### src/rtl/demux1to3_buf_pkg.sv
// rtl/demux1to3_buf_pkg.sv - shared select encodings and default width for the 1-to-3 result demux
package demux1to3_buf_pkg;

   localparam int DEFAULT_WIDTH = 16;

   localparam logic [1:0] SEL_A    = 2'b00;
   localparam logic [1:0] SEL_B    = 2'b01;
   localparam logic [1:0] SEL_C    = 2'b10;
   localparam logic [1:0] SEL_DROP = 2'b11;

endpackage

### src/rtl/demux_slot.sv
// rtl/demux_slot.sv - one-entry holding register with valid/ready handshake
module demux_slot
   import demux1to3_buf_pkg::*;
#(
   parameter int WIDTH = DEFAULT_WIDTH
) (
   input  logic             clk,
   input  logic             rst,
   input  logic             load,
   input  logic [WIDTH-1:0] load_data,
   input  logic             out_ready,
   output logic             out_valid,
   output logic [WIDTH-1:0] out_data,
   output logic             can_accept
);

   // Slot is free when empty or when its current word leaves this cycle.
   assign can_accept = !out_valid || out_ready;

   // Load wins over drain so a simultaneous load/drain keeps valid high at full rate.
   always_ff @(posedge clk) begin
      if (rst) begin
         out_valid <= 1'b0;
         out_data  <= '0;
      end else if (load) begin
         out_valid <= 1'b1;
         out_data  <= load_data;
      end else if (out_valid && out_ready) begin
         out_valid <= 1'b0;
      end
   end

endmodule

### src/rtl/demux1to3_buf.sv
// rtl/demux1to3_buf.sv - routes one word stream to three buffered channels, dropping reserved selects
module demux1to3_buf
   import demux1to3_buf_pkg::*;
#(
   parameter int WIDTH = DEFAULT_WIDTH,
   parameter int CNT_W = 8
) (
   input  logic             clk,
   input  logic             rst,
   input  logic [WIDTH-1:0] in_data,
   input  logic [1:0]       in_sel,
   input  logic             in_valid,
   output logic             in_ready,
   output logic [WIDTH-1:0] a_data,
   output logic             a_valid,
   input  logic             a_ready,
   output logic [WIDTH-1:0] b_data,
   output logic             b_valid,
   input  logic             b_ready,
   output logic [WIDTH-1:0] c_data,
   output logic             c_valid,
   input  logic             c_ready,
   output logic [CNT_W-1:0] drop_count
);

   logic a_accept;
   logic b_accept;
   logic c_accept;
   logic in_xfer;

   // Ready follows only the selected slot; the drop path always accepts.
   always_comb begin
      in_ready = 1'b1;
      case (in_sel)
         SEL_A:   in_ready = a_accept;
         SEL_B:   in_ready = b_accept;
         SEL_C:   in_ready = c_accept;
         default: in_ready = 1'b1;
      endcase
   end

   assign in_xfer = in_valid && in_ready;

   demux_slot #(.WIDTH(WIDTH)) u_slot_a (
      .clk        (clk),
      .rst        (rst),
      .load       (in_xfer && (in_sel == SEL_A)),
      .load_data  (in_data),
      .out_ready  (a_ready),
      .out_valid  (a_valid),
      .out_data   (a_data),
      .can_accept (a_accept)
   );

   demux_slot #(.WIDTH(WIDTH)) u_slot_b (
      .clk        (clk),
      .rst        (rst),
      .load       (in_xfer && (in_sel == SEL_B)),
      .load_data  (in_data),
      .out_ready  (b_ready),
      .out_valid  (b_valid),
      .out_data   (b_data),
      .can_accept (b_accept)
   );

   demux_slot #(.WIDTH(WIDTH)) u_slot_c (
      .clk        (clk),
      .rst        (rst),
      .load       (in_xfer && (in_sel == SEL_C)),
      .load_data  (in_data),
      .out_ready  (c_ready),
      .out_valid  (c_valid),
      .out_data   (c_data),
      .can_accept (c_accept)
   );

   // Count discarded reserved-select words, sticking at all-ones instead of wrapping.
   always_ff @(posedge clk) begin
      if (rst) begin
         drop_count <= '0;
      end else if (in_xfer && (in_sel == SEL_DROP) && (drop_count != {CNT_W{1'b1}})) begin
         drop_count <= drop_count + CNT_W'(1);
      end
   end

endmodule

### config.mk
export PLATFORM = sky130hd
export DESIGN_NAME = demux1to3_buf
export DESIGN_NICKNAME = d
export VERILOG_FILES = /design/src/rtl/demux1to3_buf_pkg.sv /design/src/rtl/demux_slot.sv /design/src/rtl/demux1to3_buf.sv
export SDC_FILE = /design/constraint.sdc
export NUM_CORES = 1
export LEC_CHECK = 0
export CORE_ASPECT_RATIO = 1.4
export CORE_UTILIZATION = 40
export CTS_CLUSTER_DIAMETER = 150
export DETAILED_ROUTE_END_ITERATION = 12
export GPL_ROUTABILITY_DRIVEN = 0
export PLACE_DENSITY_LB_ADDON = 0.12
export SYNTH_ARGS = -nofsm -noshare
export SYNTH_HDL_FRONTEND = slang
export SYNTH_SLANG_ARGS = --single-unit
### constraint.sdc
create_clock -name clk -period 1.56 [get_ports clk]
set_clock_uncertainty 0.1 [all_clocks]
set_input_delay 0.234 -clock clk [delete_from_list [all_inputs] [get_ports clk]]
set_output_delay 0.234 -clock clk [all_outputs]
set_load 0.01 [all_outputs]
# --- Word-level counts from Yosys, hierarchy flattened ---
# Index checks and enable logic that the tools add are counted.
word_totals:
  input_bits: 24
  reg_bits: 59
  output_inout_bits: 60
  word_cells: 38
op_classes:
  mux: 7
  reduce_logical: 19
  n_addsub: 1
  n_eq_ne: 4
ops:
  columns: ["op", "n"]
  rows:
  - ["logical AND 1 bit", 9]
  - ["adder 8 x 1 -> 8 bit (second input constant)", 1]
  - ["!= test 8 bit (second input constant)", 1]
  - ["two-way mux 1 bit", 6]
  - ["nonzero test 2 bit", 3]
  - ["equality test 2 bit (second input constant)", 2]
  - ["logical NOT 1 bit", 3]
  - ["logical OR 1 bit", 3]
  - ["case mux 1 bit (3 select lines)", 1]
  - ["equality test 2 x 1 -> 1 bit (second input constant)", 1]
  - ["logical NOT 2 bit", 1]

# --- Longest topological paths before layout ---
depth:
  word_depth: 6
  depth_mapped: 6
  depth_no_buf: 4

# --- Modules after synthesis ---
# A second synthesis with hierarchy kept.
unflattened:
  cells_unflattened: 224
  hier_area_um2: 2364.8
by_module_without_submodules:
  columns: ["mod", "n_inst", "cells_per_inst", "area_each_um2"]
  rows:
  - ["demux_slot", 3, 56, 616.8]
  - ["demux1to3_buf", 1, 56, 514.2]

# --- Worst setup path before layout ---
# No wires, ideal clock.
synth_timing:
  path_kind: "reg2reg"
  from: "reg drop_count[0]"
  to: "reg drop_count[7]"
  stages_incl_launch_ff: 5
  synth_period_minus_slack_ns: 1.600
  n_path_buf: 0
  arrival_time_ns: 1.376
  path_slack_ns: -0.040
  cell_sequence: "dfxtp_1 > ha_1 > and3_1 > nor4b_1 > mux2_1"
synth_between:
  elab_chain_cells: 2
synth_rtl:
  columns: ["item", "line", "text"]
  rows:
  - ["start: declaration", "demux1to3_buf.sv:23", "output logic [CNT_W-1:0] drop_count"]
  - ["start signal: assignment", "demux1to3_buf.sv:82", "drop_count <= drop_count + CNT_W'(1);"]
  - ["branches (longest 2 deep; another with adder 8 x 1 -> 8 bit)", null, null]
# Several ways; the timed one is not identified.
# A chain may end at the register's enable or synchronous reset.

# --- Worst setup path in the final report ---
layout_timing:
  from: "in c_ready"
  to: "out in_ready"
layout_between:
  elab_chain_cells: 2
layout_rtl:
  columns: ["item", "line", "text"]
  rows:
  - ["start: declaration", "demux1to3_buf.sv:22", "input logic c_ready,"]
  - ["logical OR 1 bit", "demux_slot.sv:18", "assign can_accept = !out_valid || out_ready;"]
  - ["case mux 1 bit (3 select lines)", "demux1to3_buf.sv:34", "case (in_sel)"]
  - ["end: declaration", "demux1to3_buf.sv:13", "output logic in_ready,"]
# Every way passes these cells.

==> metrics.yaml <==
synthArstFlopShare_pct: 0
ys_seq_area_share_pct: 48.3
final_cell_mix: "dfxtp_1, a21oi_1, nand3_1"
grt_pass1_vias: 2327
yosysUniqueCellTypes: 33
fin_nets: 406
cts.sinks: 59
grt_start_max_net_pins: 50
final_util_pct: 65.5
r2r-end: "drop_count[7]$_SDFFE_PP0P_"
cp.required_ns: 1.23
grtUsageTotal_pct: 24.6
post_drt_wl_per_cell_um: 16.3
outcome: "finished, final reports clean"
relSlewSlack_pct: 62.7
synth.largest_area_cell: "dfxtp_1"
worst_hold_path.num_cells: 2
synthDominantCellAreaShare_pct: 48.3
syn_nets: 313
first_pass_iters: 5
maxSlewViolCount: 0
synth_edf_count: 0
dp_cells: 440
vias: 2493
fin_crit_ns: 1.55
rr_worst_depth: 4
drive_gt1_share_pct: 17.1
cts_buffers: 9
clk_latency_ns: 0.34
antenna_cells: 0
cts_root_buffer: "clkbuf_8"
yosys_warnings: 0
r2r_slack_ns: 0.05
ys.flop_type: "dfxtp_1"
ys_ff_latch: 59
hp-start: "rst"
cts_htree_levels: 3
coreArea_um2: 5860
syn_avg_cell_area_um2: 8.49
max_freq_ghz: 0.644
met2_length_um: 3900
grt_pass1_wl_um: 11500
portBuffers: 83
r2r_start: "drop_count[0]$_SDFFE_PP0P_"
worstPathMaxFanout: 2
start_kind: "primary input"
die_h_um: 94.5
seq_area_um2: 1190
cts.clk_slew.worst_paths_ns: 0.07
arrival_ns: 1.22
crit_type: "primary input to output pin"
synth_top_cells_by_area: "dfxtp_1, a21oi_1, nand3_1, o21ai_0, clkbuf_1"
cp-end-kind: "output pin"
rsz0062_at_grt: "yes"
tightestPinTransition_ns: 0.557
p_per_area_nw_per_um2: 832
drv_cap: 0
critPathSlowestCell: "clkdlybuf4s50_1"
hpwl_um: 5080
peakVddDrop_mv: 0.651
cts_buffer_depth: 2
hold_viol_final: 0
hold_end: "u_slot_a.out_data[1]$_SDFFE_PP0P_"
syn2layout_area_growth_pct: 56.9
drtIter0Drc: 278
ant_nets: 0
drc: 0
antenna_found_initial: 0
drt-vias-per-instance: 5.48
setup_ws_ns: 0.00640
crit_chain: "clkdlybuf4s50_1 -> nand2b_4 -> o21ai_0 -> o21ai_1 -> buf_2"
layout_worst_path_cycle_share_pct: 99.6
start_util_pct: 41.7
hp-class: "primary input to flop"
finalPower_mw: 3.19
fin_setup_tns_ns: 0
rows: 33
mostFrequentLayoutCell: "dfxtp_1"
postSynthCellCount: 288
multi_input_area_um2: 1230
finalNonFillerCells: 455
wl_met1_um: 2840
max_stage_delay_ns: 0.45
cts_setup_buffers: 0
die-area_um2: 6440
io_pins: 84
leakage_nw: 2.09
cts_tree: "built"
grt-ovfl-total: 0
routed_wl_um: 7400
pre_cts_slack_ns: -0.459
setup_viol: 0
die_x_um: 68.1
top_layer: "met4"
syn_area_um2: 2450
wl_met3_um: 543
fill_cells: 540
-- registers in the layout, indices dropped and copies added (netlist names) --
signal	flops
u_slot_a.out_data	16
u_slot_b.out_data	16
u_slot_c.out_data	16
drop_count	8
u_slot_a.out_valid	1
u_slot_b.out_valid	1
u_slot_c.out_valid	1
-- worst max-delay path: cells and delay by family --
kind	cells	cell delay, ns
buffers and inverters	2	0.60
and+or+nand+nor	1	0.17
AOI/OAI and AO/OA	2	0.21
-- Yosys cell counts (2+ instances only) --
cell,n
dfxtp_1,59
a21oi_1,54
nand3_1,49
o21ai_0,41
clkbuf_1,17
o21ai_1,8
buf_2,6
nor2_1,6
nor2b_1,6
nand2b_1,5
a211oi_1,3
inv_1,3
mux2_2,3
and3b_1,2
buf_4,2
buf_6,2
mux2_1,2
mux2i_1,2
nand2_1,2
nand3b_1,2
nor3_1,2
-- what timing repair did --
item                                    CTS  global route
pin swaps                                 1             2
hold buffers                              0             0
endpoints found under the setup margin   73            74
resized for setup                        36            56
-- logic make-up after synthesis --
family / after synthesis / synth area share, %
simple gates: 81 / 18.6
compound gates: 110 / 23.7
flops: 59 / 48.3
buf+inv: 30 / 5.83
mux: 7 / 3.12
fa+ha+maj: 1 / 0.511
-- layer usage --
layer,up-vias,global-route usage [%]
li1,1225,-
met2,75,40.2
met3,8,7.37
met5,-,0
met4,0,9.72
met1,1185,29.6
-- power breakdown --
| group | internal (mW) | switching, mW | total (mW) |
|---|---|---|---|
| combinational | 0.198 | 0.199 | 0.397 |
| clock | 0.607 | 0.614 | 1.22 |
| sequential | 1.55 | 0.0232 | 1.58 |
-- how the worst max path moves through the flow --
stage / startpoint / end / slack (ns) / cells after the start
2_1_floorplan: drop_count[0]$_SDFFE_PP0P_ / drop_count[3]$_SDFFE_PP0P_ / 0.02 / 4
3_3_place_gp: in_sel[0] / in_ready / -0.46 / 4
3_5_place_dp: a_ready / in_ready / -0.46 / 5
4_1_cts: c_ready / in_ready / -0.12 / 5
5_1_grt: a_ready / in_ready / -0.04 / 5
6_report: c_ready / in_ready / 0.006 / 5
-- stage by stage --
stage	instance area [um2]	hold WS, ns
floorplan	2450	0.282
global placement	3490	0.352
detailed placement	3490	0.362
CTS	3670	0.179
global route	3840	0.210
finish	3840	0.180
-- final cells by class --
class                      instances  area share, %
clock buffer                      11           3.68
clock inverter                     4          0.717
inverter                           3          0.293
multi-input combinational        199           32.0
sequential                        59           30.9
tap                               70           2.28
timing repair buffer             109           30.1
Power figures use the tool's default switching activity.
